`src/rtl/fma16_pkg.sv`:
```
// fma16_pkg: shared constants, rounding-mode encoding and flag positions for the fma16 datapath.
package fma16_pkg;

  localparam int VEC_SIZE  = 88;
  localparam int END_BITS  = 22;
  localparam int ONE_POS   = END_BITS + 20;
  localparam int FRAC_LSB  = END_BITS + 10;
  localparam int GUARD_POS = END_BITS + 9;
  localparam int SUB_SAT   = 24;

  localparam int BIAS = 15;
  localparam int EMAX = 31;
  localparam logic [14:0] MAXNORM = 15'h7BFF;
  localparam logic [14:0] INF     = 15'h7C00;

  localparam int FLAG_INVALID   = 3;
  localparam int FLAG_OVERFLOW  = 2;
  localparam int FLAG_UNDERFLOW = 1;
  localparam int FLAG_INEXACT   = 0;

  typedef enum logic [1:0] {
    RZ  = 2'b00,
    RNE = 2'b01,
    RDN = 2'b10,
    RUP = 2'b11
  } round_mode_e;

  // Overflow goes to infinity when rounding toward it, otherwise clamps to the largest finite value.
  function automatic logic overflow_to_inf(round_mode_e rm, logic sign);
    return (rm == RNE) || (rm == RUP && !sign) || (rm == RDN && sign);
  endfunction

endpackage

```
`src/rtl/fma16_norm_round_if.sv`:
```
// fma16_norm_round_if: input beat and result handshake bundle of the normalize/round back end.
interface fma16_norm_round_if;
  import fma16_pkg::*;

  logic                in_valid;
  logic                in_ready;
  logic [VEC_SIZE:0]   sm;
  logic signed [7:0]   m_shift;
  logic signed [7:0]   pe;
  logic                sign;
  logic                zero_in;
  logic [1:0]          roundmode;
  logic                out_valid;
  logic                out_ready;
  logic [15:0]         result;
  logic [3:0]          flags;

  modport master (
    output in_valid, sm, m_shift, pe, sign, zero_in, roundmode, out_ready,
    input  in_ready, out_valid, result, flags
  );

  modport slave (
    input  in_valid, sm, m_shift, pe, sign, zero_in, roundmode, out_ready,
    output in_ready, out_valid, result, flags
  );

endinterface

```
`src/rtl/fma16_round_inc.sv`:
```
// fma16_round_inc: decides whether the truncated fraction is bumped by one ulp.
module fma16_round_inc
  import fma16_pkg::*;
(
  input  round_mode_e rm,
  input  logic        sign,
  input  logic        lsb,
  input  logic        g,
  input  logic        st,
  output logic        inc
);

  // Directed modes round only toward their own infinity; RNE breaks ties on the fraction lsb.
  always_comb begin
    inc = 1'b0;
    case (rm)
      RZ:      inc = 1'b0;
      RNE:     inc = g & (st | lsb);
      RDN:     inc = sign & (g | st);
      RUP:     inc = ~sign & (g | st);
      default: inc = 1'b0;
    endcase
  end

endmodule

```
`src/rtl/fma16_norm_round.sv`:
```
// fma16_norm_round: three-stage shift / round / pack back end producing the fp16 result and flags.
module fma16_norm_round
  import fma16_pkg::*;
(
  input  logic clk,
  input  logic reset,
  fma16_norm_round_if.slave bus
);

  localparam int NSW  = VEC_SIZE + 1;
  localparam int RPAD = 128;

  logic adv;

  logic [7:0]             rsh_amt;
  logic [NSW+RPAD-1:0]    rsh_ext;
  logic [NSW-1:0]         ns_main;
  logic                   main_sticky;
  logic signed [9:0]      e_raw;
  logic signed [9:0]      sub_amt;
  logic [4:0]             sub_sh;
  logic [NSW+SUB_SAT-1:0] sub_ext;

  logic               s1_valid, s1_sticky, s1_sub, s1_sign, s1_zero;
  logic [ONE_POS-1:0] s1_ns;
  logic signed [9:0]  s1_e;
  round_mode_e        s1_rm;

  logic [9:0]         frac;
  logic               guard, st, inc;
  logic [10:0]        frac_sum;

  logic               s2_valid, s2_inexact, s2_sub, s2_sign, s2_zero;
  logic [9:0]         s2_frac;
  logic signed [9:0]  s2_e;
  round_mode_e        s2_rm;

  logic [15:0]        res_next;
  logic [3:0]         flags_next;
  logic               out_valid_q;
  logic [15:0]        result_q;
  logic [3:0]         flags_q;

  assign adv           = !out_valid_q | bus.out_ready;
  assign bus.in_ready  = adv;
  assign bus.out_valid = out_valid_q;
  assign bus.result    = result_q;
  assign bus.flags     = flags_q;

  // Normalizing shift plus the extra denormalizing shift when the exponent falls to zero or below.
  always_comb begin
    rsh_amt     = ~bus.m_shift + 8'd1;
    rsh_ext     = '0;
    ns_main     = '0;
    main_sticky = 1'b0;
    if (!bus.m_shift[7]) begin
      ns_main = bus.sm << bus.m_shift[6:0];
    end else begin
      rsh_ext     = {bus.sm, {RPAD{1'b0}}} >> rsh_amt;
      ns_main     = NSW'(rsh_ext >> RPAD);
      main_sticky = |rsh_ext[RPAD-1:0];
    end
    e_raw   = {{2{bus.pe[7]}}, bus.pe} - {{2{bus.m_shift[7]}}, bus.m_shift};
    sub_amt = 10'sd1 - e_raw;
    sub_sh  = '0;
    if (e_raw <= 10'sd0) begin
      sub_sh = (sub_amt > 10'(SUB_SAT)) ? 5'(SUB_SAT) : sub_amt[4:0];
    end
    sub_ext = {ns_main, {SUB_SAT{1'b0}}} >> sub_sh;
  end

  // Stage 1 register: shifted mantissa below the hidden bit, sticky, exponent and tiny marker.
  always_ff @(posedge clk or negedge reset) begin
    if (!reset) begin
      s1_valid  <= 1'b0;
      s1_ns     <= '0;
      s1_sticky <= 1'b0;
      s1_e      <= '0;
      s1_sub    <= 1'b0;
      s1_sign   <= 1'b0;
      s1_zero   <= 1'b0;
      s1_rm     <= RZ;
    end else if (adv) begin
      s1_valid  <= bus.in_valid;
      s1_ns     <= ONE_POS'(sub_ext >> SUB_SAT);
      s1_sticky <= main_sticky | (|sub_ext[SUB_SAT-1:0]);
      s1_e      <= (e_raw <= 10'sd0) ? 10'sd0 : e_raw;
      s1_sub    <= (e_raw <= 10'sd0);
      s1_sign   <= bus.sign;
      s1_zero   <= bus.zero_in;
      s1_rm     <= round_mode_e'(bus.roundmode);
    end
  end

  assign frac     = s1_ns[ONE_POS-1:FRAC_LSB];
  assign guard    = s1_ns[GUARD_POS];
  assign st       = s1_sticky | (|s1_ns[GUARD_POS-1:0]);
  assign frac_sum = {1'b0, frac} + {10'd0, inc};

  fma16_round_inc u_round_inc (
    .rm   (s1_rm),
    .sign (s1_sign),
    .lsb  (frac[0]),
    .g    (guard),
    .st   (st),
    .inc  (inc)
  );

  // Stage 2 register: rounded fraction; a carry out bumps the exponent (subnormal 0 becomes normal 1).
  always_ff @(posedge clk or negedge reset) begin
    if (!reset) begin
      s2_valid   <= 1'b0;
      s2_frac    <= '0;
      s2_e       <= '0;
      s2_inexact <= 1'b0;
      s2_sub     <= 1'b0;
      s2_sign    <= 1'b0;
      s2_zero    <= 1'b0;
      s2_rm      <= RZ;
    end else if (adv) begin
      s2_valid   <= s1_valid;
      s2_frac    <= frac_sum[9:0];
      s2_e       <= frac_sum[10] ? s1_e + 10'sd1 : s1_e;
      s2_inexact <= guard | st;
      s2_sub     <= s1_sub;
      s2_sign    <= s1_sign;
      s2_zero    <= s1_zero;
      s2_rm      <= s1_rm;
    end
  end

  // Packing: exact zero, overflow to Inf or MAXNORM by mode, otherwise the normal/subnormal encoding.
  always_comb begin
    res_next   = '0;
    flags_next = '0;
    if (s2_zero) begin
      res_next = {s2_sign, 15'd0};
    end else if (s2_e >= 10'(EMAX)) begin
      res_next = {s2_sign, overflow_to_inf(s2_rm, s2_sign) ? INF : MAXNORM};
      flags_next[FLAG_OVERFLOW] = 1'b1;
      flags_next[FLAG_INEXACT]  = 1'b1;
    end else begin
      res_next = {s2_sign, s2_e[4:0], s2_frac};
      flags_next[FLAG_UNDERFLOW] = s2_sub & s2_inexact;
      flags_next[FLAG_INEXACT]   = s2_inexact;
    end
  end

  // Output register holds the presented result until downstream accepts it.
  always_ff @(posedge clk or negedge reset) begin
    if (!reset) begin
      out_valid_q <= 1'b0;
      result_q    <= '0;
      flags_q     <= '0;
    end else if (adv) begin
      out_valid_q <= s2_valid;
      if (s2_valid) begin
        result_q <= res_next;
        flags_q  <= flags_next;
      end
    end
  end

endmodule

```
`src/flat_wrapper.sv`:
```
// flat-port wrapper written by rule: the top's interface ports become plain ports
module fma16_norm_round_flat import fma16_pkg::*;
  (clk, reset, bus_in_valid, bus_sm, bus_m_shift, bus_pe, bus_sign, bus_zero_in, bus_roundmode, bus_out_ready, bus_in_ready, bus_out_valid, bus_result, bus_flags);
  fma16_norm_round_if bus_i ();
  input  logic clk;
  input  logic reset;
  input wire logic [$bits(bus_i.in_valid)-1:0] bus_in_valid;
  input wire logic [$bits(bus_i.sm)-1:0] bus_sm;
  input wire logic [$bits(bus_i.m_shift)-1:0] bus_m_shift;
  input wire logic [$bits(bus_i.pe)-1:0] bus_pe;
  input wire logic [$bits(bus_i.sign)-1:0] bus_sign;
  input wire logic [$bits(bus_i.zero_in)-1:0] bus_zero_in;
  input wire logic [$bits(bus_i.roundmode)-1:0] bus_roundmode;
  input wire logic [$bits(bus_i.out_ready)-1:0] bus_out_ready;
  output wire logic [$bits(bus_i.in_ready)-1:0] bus_in_ready;
  output wire logic [$bits(bus_i.out_valid)-1:0] bus_out_valid;
  output wire logic [$bits(bus_i.result)-1:0] bus_result;
  output wire logic [$bits(bus_i.flags)-1:0] bus_flags;
  assign bus_i.in_valid = bus_in_valid;
  assign bus_i.sm = bus_sm;
  assign bus_i.m_shift = bus_m_shift;
  assign bus_i.pe = bus_pe;
  assign bus_i.sign = bus_sign;
  assign bus_i.zero_in = bus_zero_in;
  assign bus_i.roundmode = bus_roundmode;
  assign bus_i.out_ready = bus_out_ready;
  assign bus_in_ready = bus_i.in_ready;
  assign bus_out_valid = bus_i.out_valid;
  assign bus_result = bus_i.result;
  assign bus_flags = bus_i.flags;
  fma16_norm_round u_core (.clk(clk), .reset(reset), .bus(bus_i));
endmodule
```
`config.mk`:
```
export PLATFORM = sky130hd
export DESIGN_NAME = fma16_norm_round_flat
export DESIGN_NICKNAME = d
export VERILOG_FILES = /design/src/rtl/fma16_pkg.sv /design/src/rtl/fma16_norm_round_if.sv /design/src/rtl/fma16_round_inc.sv /design/src/rtl/fma16_norm_round.sv /design/src/flat_wrapper.sv
export SDC_FILE = /design/constraint.sdc
export NUM_CORES = 1
export LEC_CHECK = 0
export BUFFER_PORTS_ARGS = -buffer_cell sky130_fd_sc_hd__buf_2
export CORE_MARGIN = 3
export CORE_UTILIZATION = 28
export CTS_BUF_LIST = sky130_fd_sc_hd__clkbuf_8
export CTS_CLUSTER_SIZE = 12
export DETAILED_ROUTE_END_ITERATION = 16
export SETUP_SLACK_MARGIN = 0.02
export SYNTH_ARGS = -nofsm -noshare
export SYNTH_HDL_FRONTEND = slang
export SYNTH_HIERARCHICAL = 1
export SYNTH_SLANG_ARGS = --single-unit
```
`constraint.sdc`:
```
create_clock -name clk -period 9.6 [get_ports clk]
set_input_delay 1.92 -clock clk [delete_from_list [all_inputs] [get_ports clk]]
set_output_delay 1.92 -clock clk [all_outputs]
set_load 0.01 [all_outputs]
```
==> results of run 1 <==
sequential cells by signal, indices dropped and copies added, names as in the netlist:
signal	cells
u_core/s1_rm	2
u_core/bus.flags	3
u_core/s2_valid	1
u_core/s2_e	10
u_core/s1_valid	1
u_core/bus.result	16
u_core/s1_zero	1
u_core/s2_zero	1
u_core/s2_sub	1
u_core/s2_rm	2
u_core/s1_e	9
u_core/s1_sub	1
u_core/s2_frac	10
u_core/s2_inexact	1
u_core/s2_sign	1
u_core/s1_sticky	1
u_core/s1_ns	42
u_core/s1_sign	1
u_core/bus.out_valid	1
final cells by class:
type	instances	area [um^2]
Sequential cell	105	2630
Clock inverter	6	60.1
Inverter	53	199
Antenna cell	5	12.5
Tap cell	1060	1330
Multi-Input combinational cell	2315	19000
Fill cell	8728	56500
Clock buffer	9	124
Timing Repair Buffer	200	1200
layer usage:
layer  share of wire [%]  track usage, %  vias up
met5               0.023               0        -
met4                 7.3            14.6        4
met3                  11            5.69      373
met2                  42            38.0     1820
met1                  40            33.8    12100
li1                    -               -    10500
power by group:
part | switching [uW] | internal (uW)
logic | 1570 | 875
registers | 129 | 618
clock network | 150 | 118
synth_stat cells (all sizes together), types with 35 or more instances:
library cell	instances
mux2	160
mux4	208
o21ai	162
a211oi	48
a22oi	40
nor3	73
clkbuf	110
nand2	320
dfrtp	105
a21oi	146
o31ai	35
nor2	265
inv	52
mux2i	284
buf	142
o22ai	38
nand3	54
metrics by stage:
stage | setup slack [ps] | utilization (%)
2_1_floorplan | 2350 | -
3_3_place_gp | 1770 | 30.0
3_5_place_dp | 1780 | 30.0
4_1_cts | 2180 | 30.2
5_1_grt | 1620 | 30.2
6_report | 1840 | 30.3
kinds of logic (layout without fill, tap and decap cells):
group                      count (synthesis)  after routing
DFF                                      105            105
buffers and inverters                    305            268
muxes                                    652            652
and+or+nand+nor                          862            862
other                                      1              6
xor gates and xnor gates                  29             29
adders and majority gates                 14             14
AOI/OAI and AO/OA                        757            757
path summary, 6_finish.rpt:
path / endpoint / from / slack, ps
worst max-delay path: u_core/s1_ns[8]$_DFFE_PN0N_ / bus_m_shift[0] / 1840
worst min-delay path: u_core/bus.flags[0]$_DFFE_PN0P_ / u_core/bus.flags[0]$_DFFE_PN0P_ / 480
worst max register to register: u_core/s2_e[7]$_DFFE_PN0N_ / u_core/s1_ns[1]$_DFFE_PN0N_ / 6300
worst min register to register: u_core/bus.flags[0]$_DFFE_PN0P_ / u_core/bus.flags[0]$_DFFE_PN0P_ / 480
max in group asynchronous: u_core/s1_e[7]$_DFFE_PN0N_ / reset / 6860
min in group asynchronous: u_core/bus.result[12]$_DFFE_PN0P_ / reset / 1460
critical path, stage by stage:
cell and delay [ps]:
buf_8 370, inv_2 120, ha_4 660, buf_4 620, mux4_2 500, mux2_2 310
mux2i_1 490, o21ai_0 410, a211oi_1 920, o21ai_0 280, o211ai_1 210, o21ai_0 220
mux2_2 340, a21oi_1 170, a21oi_1 100, a22o_1 210
==> impl_results.md, run 1 <==
* Ratio of final minimum period to clock period at 80.9%
* Status: finished, final reports clean
* Hold Crit Class: reg2reg
* Area Overhead vs Synth at 6.48%
* DR iter-0 viols at 3679
* Clock-pin slew on the worst setup and hold paths at 100 ps
* Design area at 24500 um^2
* CTS Hold Bufs at 0
* Commonest non-fill, non-tap cells in the layout: 317 x nand2_1, 283 x mux2i_1, 261 x nor2_1
* Cell Area, Synth at 23000 um^2
* Avg WL per Cell at 30.5 um
* Cell variety after synth at 107
* Total gr overflow at 0
* Ports at 135
* Synth Flop Type: dfrtp_1
* Adder-cell area share of the yosys netlist at 0.793%
* Area leader, netlist: mux4_2
* Post-Synth Simple-Gate Area at 16.8%
* First-pass GRT wire length at 164000 um
* Unrepaired setup endpoints after global routing: false
* Share of the synthesized area in the top cell type at 20.3%
* Slew @ Worst Pin at 1450 ps
* Yosys warns at 6
* CTS buffer count at 9
* Final setup fails at 0
* Max FO, Critical Path at 56
* Setup Buffers After CTS at 0
* Commonest non-fill, non-tap cell in the layout: nand2_1
* Final Non-Filler Cells at 3753
* Peak Freq at 129 MHz
* Initial Util at 28.4%
* Residual DRC at 0
* Initial antenna violation count at 7
* Slew HR at 2.67%
* HPWL Detailed at 89800 um
* Share of cells above drive strength 1 at 23.8%
* Max Clock Skew at 10.5 ps
* Die ar. at 85700 um^2
* Number of H-tree levels at 3
* WHS at 476 ps
* Root buf cell: clkbuf_8
* Die boundary height at 293 um
* Flops & latches, synth at 105
* Largest net degree at the start of global routing at 119
* Post-synthesis sequential area ratio at 11.4%
* Max clock buf depth at 2
* WHS Path Cells at 2
* Setup crit end kind: flop
* Compound-Gate Fraction of Synth Area at 22.6%
* Placeable core region at 81100 um^2
* GRT Overall Usage at 25.4%
* Port Buffers at 133
* Die Wd at 293 um
* DR vias at 24800
* Via density at 6.62
* Clock sink count at 105
* Final Wtd Congestion at 1.07
* Critical path type: in2reg
* Pwr dens at 141 nW/um^2
* TritonCTS clock tree: built
* Clk_lat worst skew at 370 ps
* Post-synth EDFFs at 0
* Max-cap viol count at 0
* Ys async rst share at 100%
* FP Rows at 104
* Min Tclk post-route at 7760 ps
* Total power at 3460 uW
* Main combinational cell family by area after synthesis: multiplexers
* Synth Instances at 2725
* Antenna-violating nets left at 0
* Synth top area cells: mux4_2 20%, mux2i_1 12%, dfrtp_1 11%
* Post-CTS Resized at 0
* Dpl cells at 3733
* Synthesized Nets at 2852
* WP data required at 9870 ps
* Mux contribution to synthesized area at 40.6%
* Avg Cell Area, Syn at 8.45 um^2
* Max-slew violation count at 0
* Startpoint Class: input pin
* Worst reg2reg path depth at 14
* Placed inst area at 24300 um^2
* Final Hold Fails at 0
* Synth Area in XOR/XNOR at 1.20%
* Max IR drop VDD at 104 uV
* Leak Pwr at 0.00973 uW
* Data arrival, critical path at 8030 ps
* Total negative setup slack at 0 ps
* Final nets at 2811
* Vias in the first global route at 23200
* TritonRoute pass-1 iters at 6
* DRT Wirelength at 114000 um
No activity file was read; power rests on OpenSTA's default activity.
==> run 2: changes to the inputs <==
==> constraint.sdc (replaced) <==
create_clock -name clk -period 6.7 [get_ports clk]
set_input_delay 1.34 -clock clk [delete_from_list [all_inputs] [get_ports clk]]
set_output_delay 1.34 -clock clk [all_outputs]
set_load 0.01 [all_outputs]
==> run 2 against run 1 <==
Sequential share of layout area down 0.56 points. Utilization is 1.7 points higher. Global-route usage grew 2.3 points. Via count rose by 0.66%. Clock-buffer cell count increased by 1. Wire length rose by 8.4%. Design area up 5.5%. Register-to-register slack got worse by 3000 ps. Worst setup slack worse by 1300 ps. Total power up 52%. Critical endpoint is now u_core/s1_sticky$_DFFE_PN0N_. Largest power group unchanged. Highest routed layer unchanged.
==> impl_results.md, run 2 (synthesized netlist as in run 1, its figures left out) <==
* Biggest register: u_core/s1_ns
* TritonCTS clock tree: built
* Leak Pwr at 0.0105 uW (+8.3%)
* Final Wtd Congestion at 1.03 (-3.3%)
* Max clock buf depth at 2 (unchanged)
* Startpoint Class: input pin
* First-pass GRT wire length at 175000 um (+6.7%)
* Commonest non-fill, non-tap cells in the layout: 317 x nand2_1, 283 x mux2i_1, 261 x nor2_1
* Worst reg2reg path depth at 14 (unchanged)
* Final setup fails at 0 (unchanged)
* Area Overhead vs Synth at 12.3%
* Placed inst area at 25700 um^2 (+5.4%)
* Total negative setup slack at 0 ps (unchanged)
* Slew @ Worst Pin at 1370 ps (-79.5 ps)
* TritonRoute pass-1 iters at 6 (unchanged)
* Hold Path End: u_core/s2_rm[1]$_DFFE_PN0N_
* WP data required at 6960 ps (-2910 ps)
* Max-cap viol count at 0 (unchanged)
* Status: finished, final reports clean
* Die ar. at 85700 um^2 (unchanged)
* Ratio of final minimum period to clock period at 91.7%
* WHS Path Cells at 2 (unchanged)
* Post-CTS Resized at 0 (unchanged)
* FP Rows at 104 (unchanged)
* Max IR drop VDD at 131 uV (+25%)
* CTS Hold Bufs at 0 (unchanged)
* Final Hold Fails at 0 (unchanged)
* Design area at 25900 um^2 (+5.5%)
* DRT Wirelength at 124000 um (+8.4%)
* Largest net degree at the start of global routing at 79 (-34%)
* HPWL Detailed at 101000 um (+13%)
* R2r endpoint: u_core/s2_e[7]$_DFFE_PN0N_
* Initial antenna violation count at 8 (+1)
* Avg WL per Cell at 31.8 um (+4.3%)
* Max FO, Critical Path at 25 (-55%)
* CTS buffer count at 9 (unchanged)
* Root buf cell: clkbuf_8
* FF-to-FF Start: u_core/s1_ns[1]$_DFFE_PN0N_
* Clock-pin slew on the worst setup and hold paths at 90 ps (about the same)
* Clk_lat worst skew at 380 ps (about the same)
* Max-slew violation count at 0 (unchanged)
* Initial Util at 28.4% (unchanged)
* Die boundary height at 293 um (unchanged)
* Clock sink count at 105 (unchanged)
* Max Clock Skew at 12.2 ps (+1.74 ps)
* Pwr dens at 204 nW/um^2 (+44%)
* Ports at 135 (unchanged)
* WHS at 476 ps (-0.204 ps)
* Setup Buffers After CTS at 0 (unchanged)
* Placeable core region at 81100 um^2 (unchanged)
* Hold Crit Class: reg2reg
* Vias in the first global route at 23700 (+2.0%)
* DR iter-0 viols at 2998 (-19%)
* Number of H-tree levels at 3 (unchanged)
* Port Buffers at 133 (unchanged)
* Residual DRC at 0 (unchanged)
* Commonest non-fill, non-tap cell in the layout: nand2_1
* Number of flip-flops in the largest register at 42 (unchanged)
* Total power at 5270 uW (+52%)
* Post-layout util at 31.9% (+1.7 points)
* Unrepaired setup endpoints after global routing: false
* Reg2reg setup slack at 3330 ps (-2970 ps)
* Total gr overflow at 0 (unchanged)
* Peak Freq at 163 MHz
* Via density at 6.42 (-3.1%)
* Antenna-violating nets left at 0 (unchanged)
* Data arrival, critical path at 6400 ps (-1630 ps)
* Slew HR at 7.58% (+4.9 points)
* DR vias at 25000 (+0.66%)
* Setup crit end kind: flop
* Final nets at 2958 (+5.2%)
* Die Wd at 293 um (unchanged)
* Hold_sp: u_core/s2_rm[1]$_DFFE_PN0N_
* Critical path type: in2reg
* Fillers at 8718 (-0.11%)
* GRT Overall Usage at 27.8% (+2.3 points)
* Share of cells above drive strength 1 at 27.8% (+4.0 points)
* Min Tclk post-route at 6140 ps
-- run 2: where the power goes --
group	internal (uW)	total, uW	switching (uW)
registers	885	1070	180
logic	1400	3780	2390
clock network	188	419	231
-- run 2: layout make-up --
type	count	area, um^2	share of cell area, %
Sequential cell	105	2630	10.2
Tap cell	1060	1330	5.13
Clock inverter	6	75.1	0.290
Inverter	53	199	0.769
Clock buffer	10	138	0.532
Timing Repair Buffer	347	2520	9.76
Multi-Input combinational cell	2315	19000	73.3
Antenna cell	2	5.00	0.0193
-- run 2: per-layer routing --
| metal | vias to the layer above | global-route usage, % | share of wire (%) |
|---|---|---|---|
| li1 | 10800 | - | - |
| met1 | 12300 | 36.1 | 40 |
| met2 | 1552 | 43.0 | 44 |
| met3 | 345 | 5.53 | 9.4 |
| met4 | 8 | 15.9 | 6.9 |
| met5 | - | 0 | 0.048 |
-- run 2: worst max-delay path by stage --
stage,from,endpoint,slack (ps),cells after the start
after floorplan,bus_m_shift[4],u_core/s1_sticky$_DFFE_PN0N_,30,21
after global placement,bus_m_shift[1],u_core/s1_sticky$_DFFE_PN0N_,350,16
after detailed placement,bus_m_shift[4],u_core/s1_sticky$_DFFE_PN0N_,310,17
after CTS,bus_m_shift[4],u_core/s1_sticky$_DFFE_PN0N_,710,17
after global routing,bus_m_shift[4],u_core/s1_sticky$_DFFE_PN0N_,290,17
final,bus_m_shift[1],u_core/s1_sticky$_DFFE_PN0N_,560,16
-- run 2: per-stage QoR --
step | setup WS (ps) | instances
finish | 557 | 3898
global route | 288 | 3897
CTS | 706 | 3896
detailed placement | 310 | 3880
global placement | 346 | 3880
floorplan | 31.9 | 2725
-- run 2: critical path: stages --
cell and delay [ps]:
buf_4 140, inv_1 270, ha_4 330, nor3b_1 540, xnor2_2 470, buf_12 330, o2111ai_1 480, o22ai_1 270
or3_1 490, mux2i_1 280, nor2_1 120, or4_1 540, o22a_1 180, o32ai_1 320, a31o_2 200, o31ai_1 60
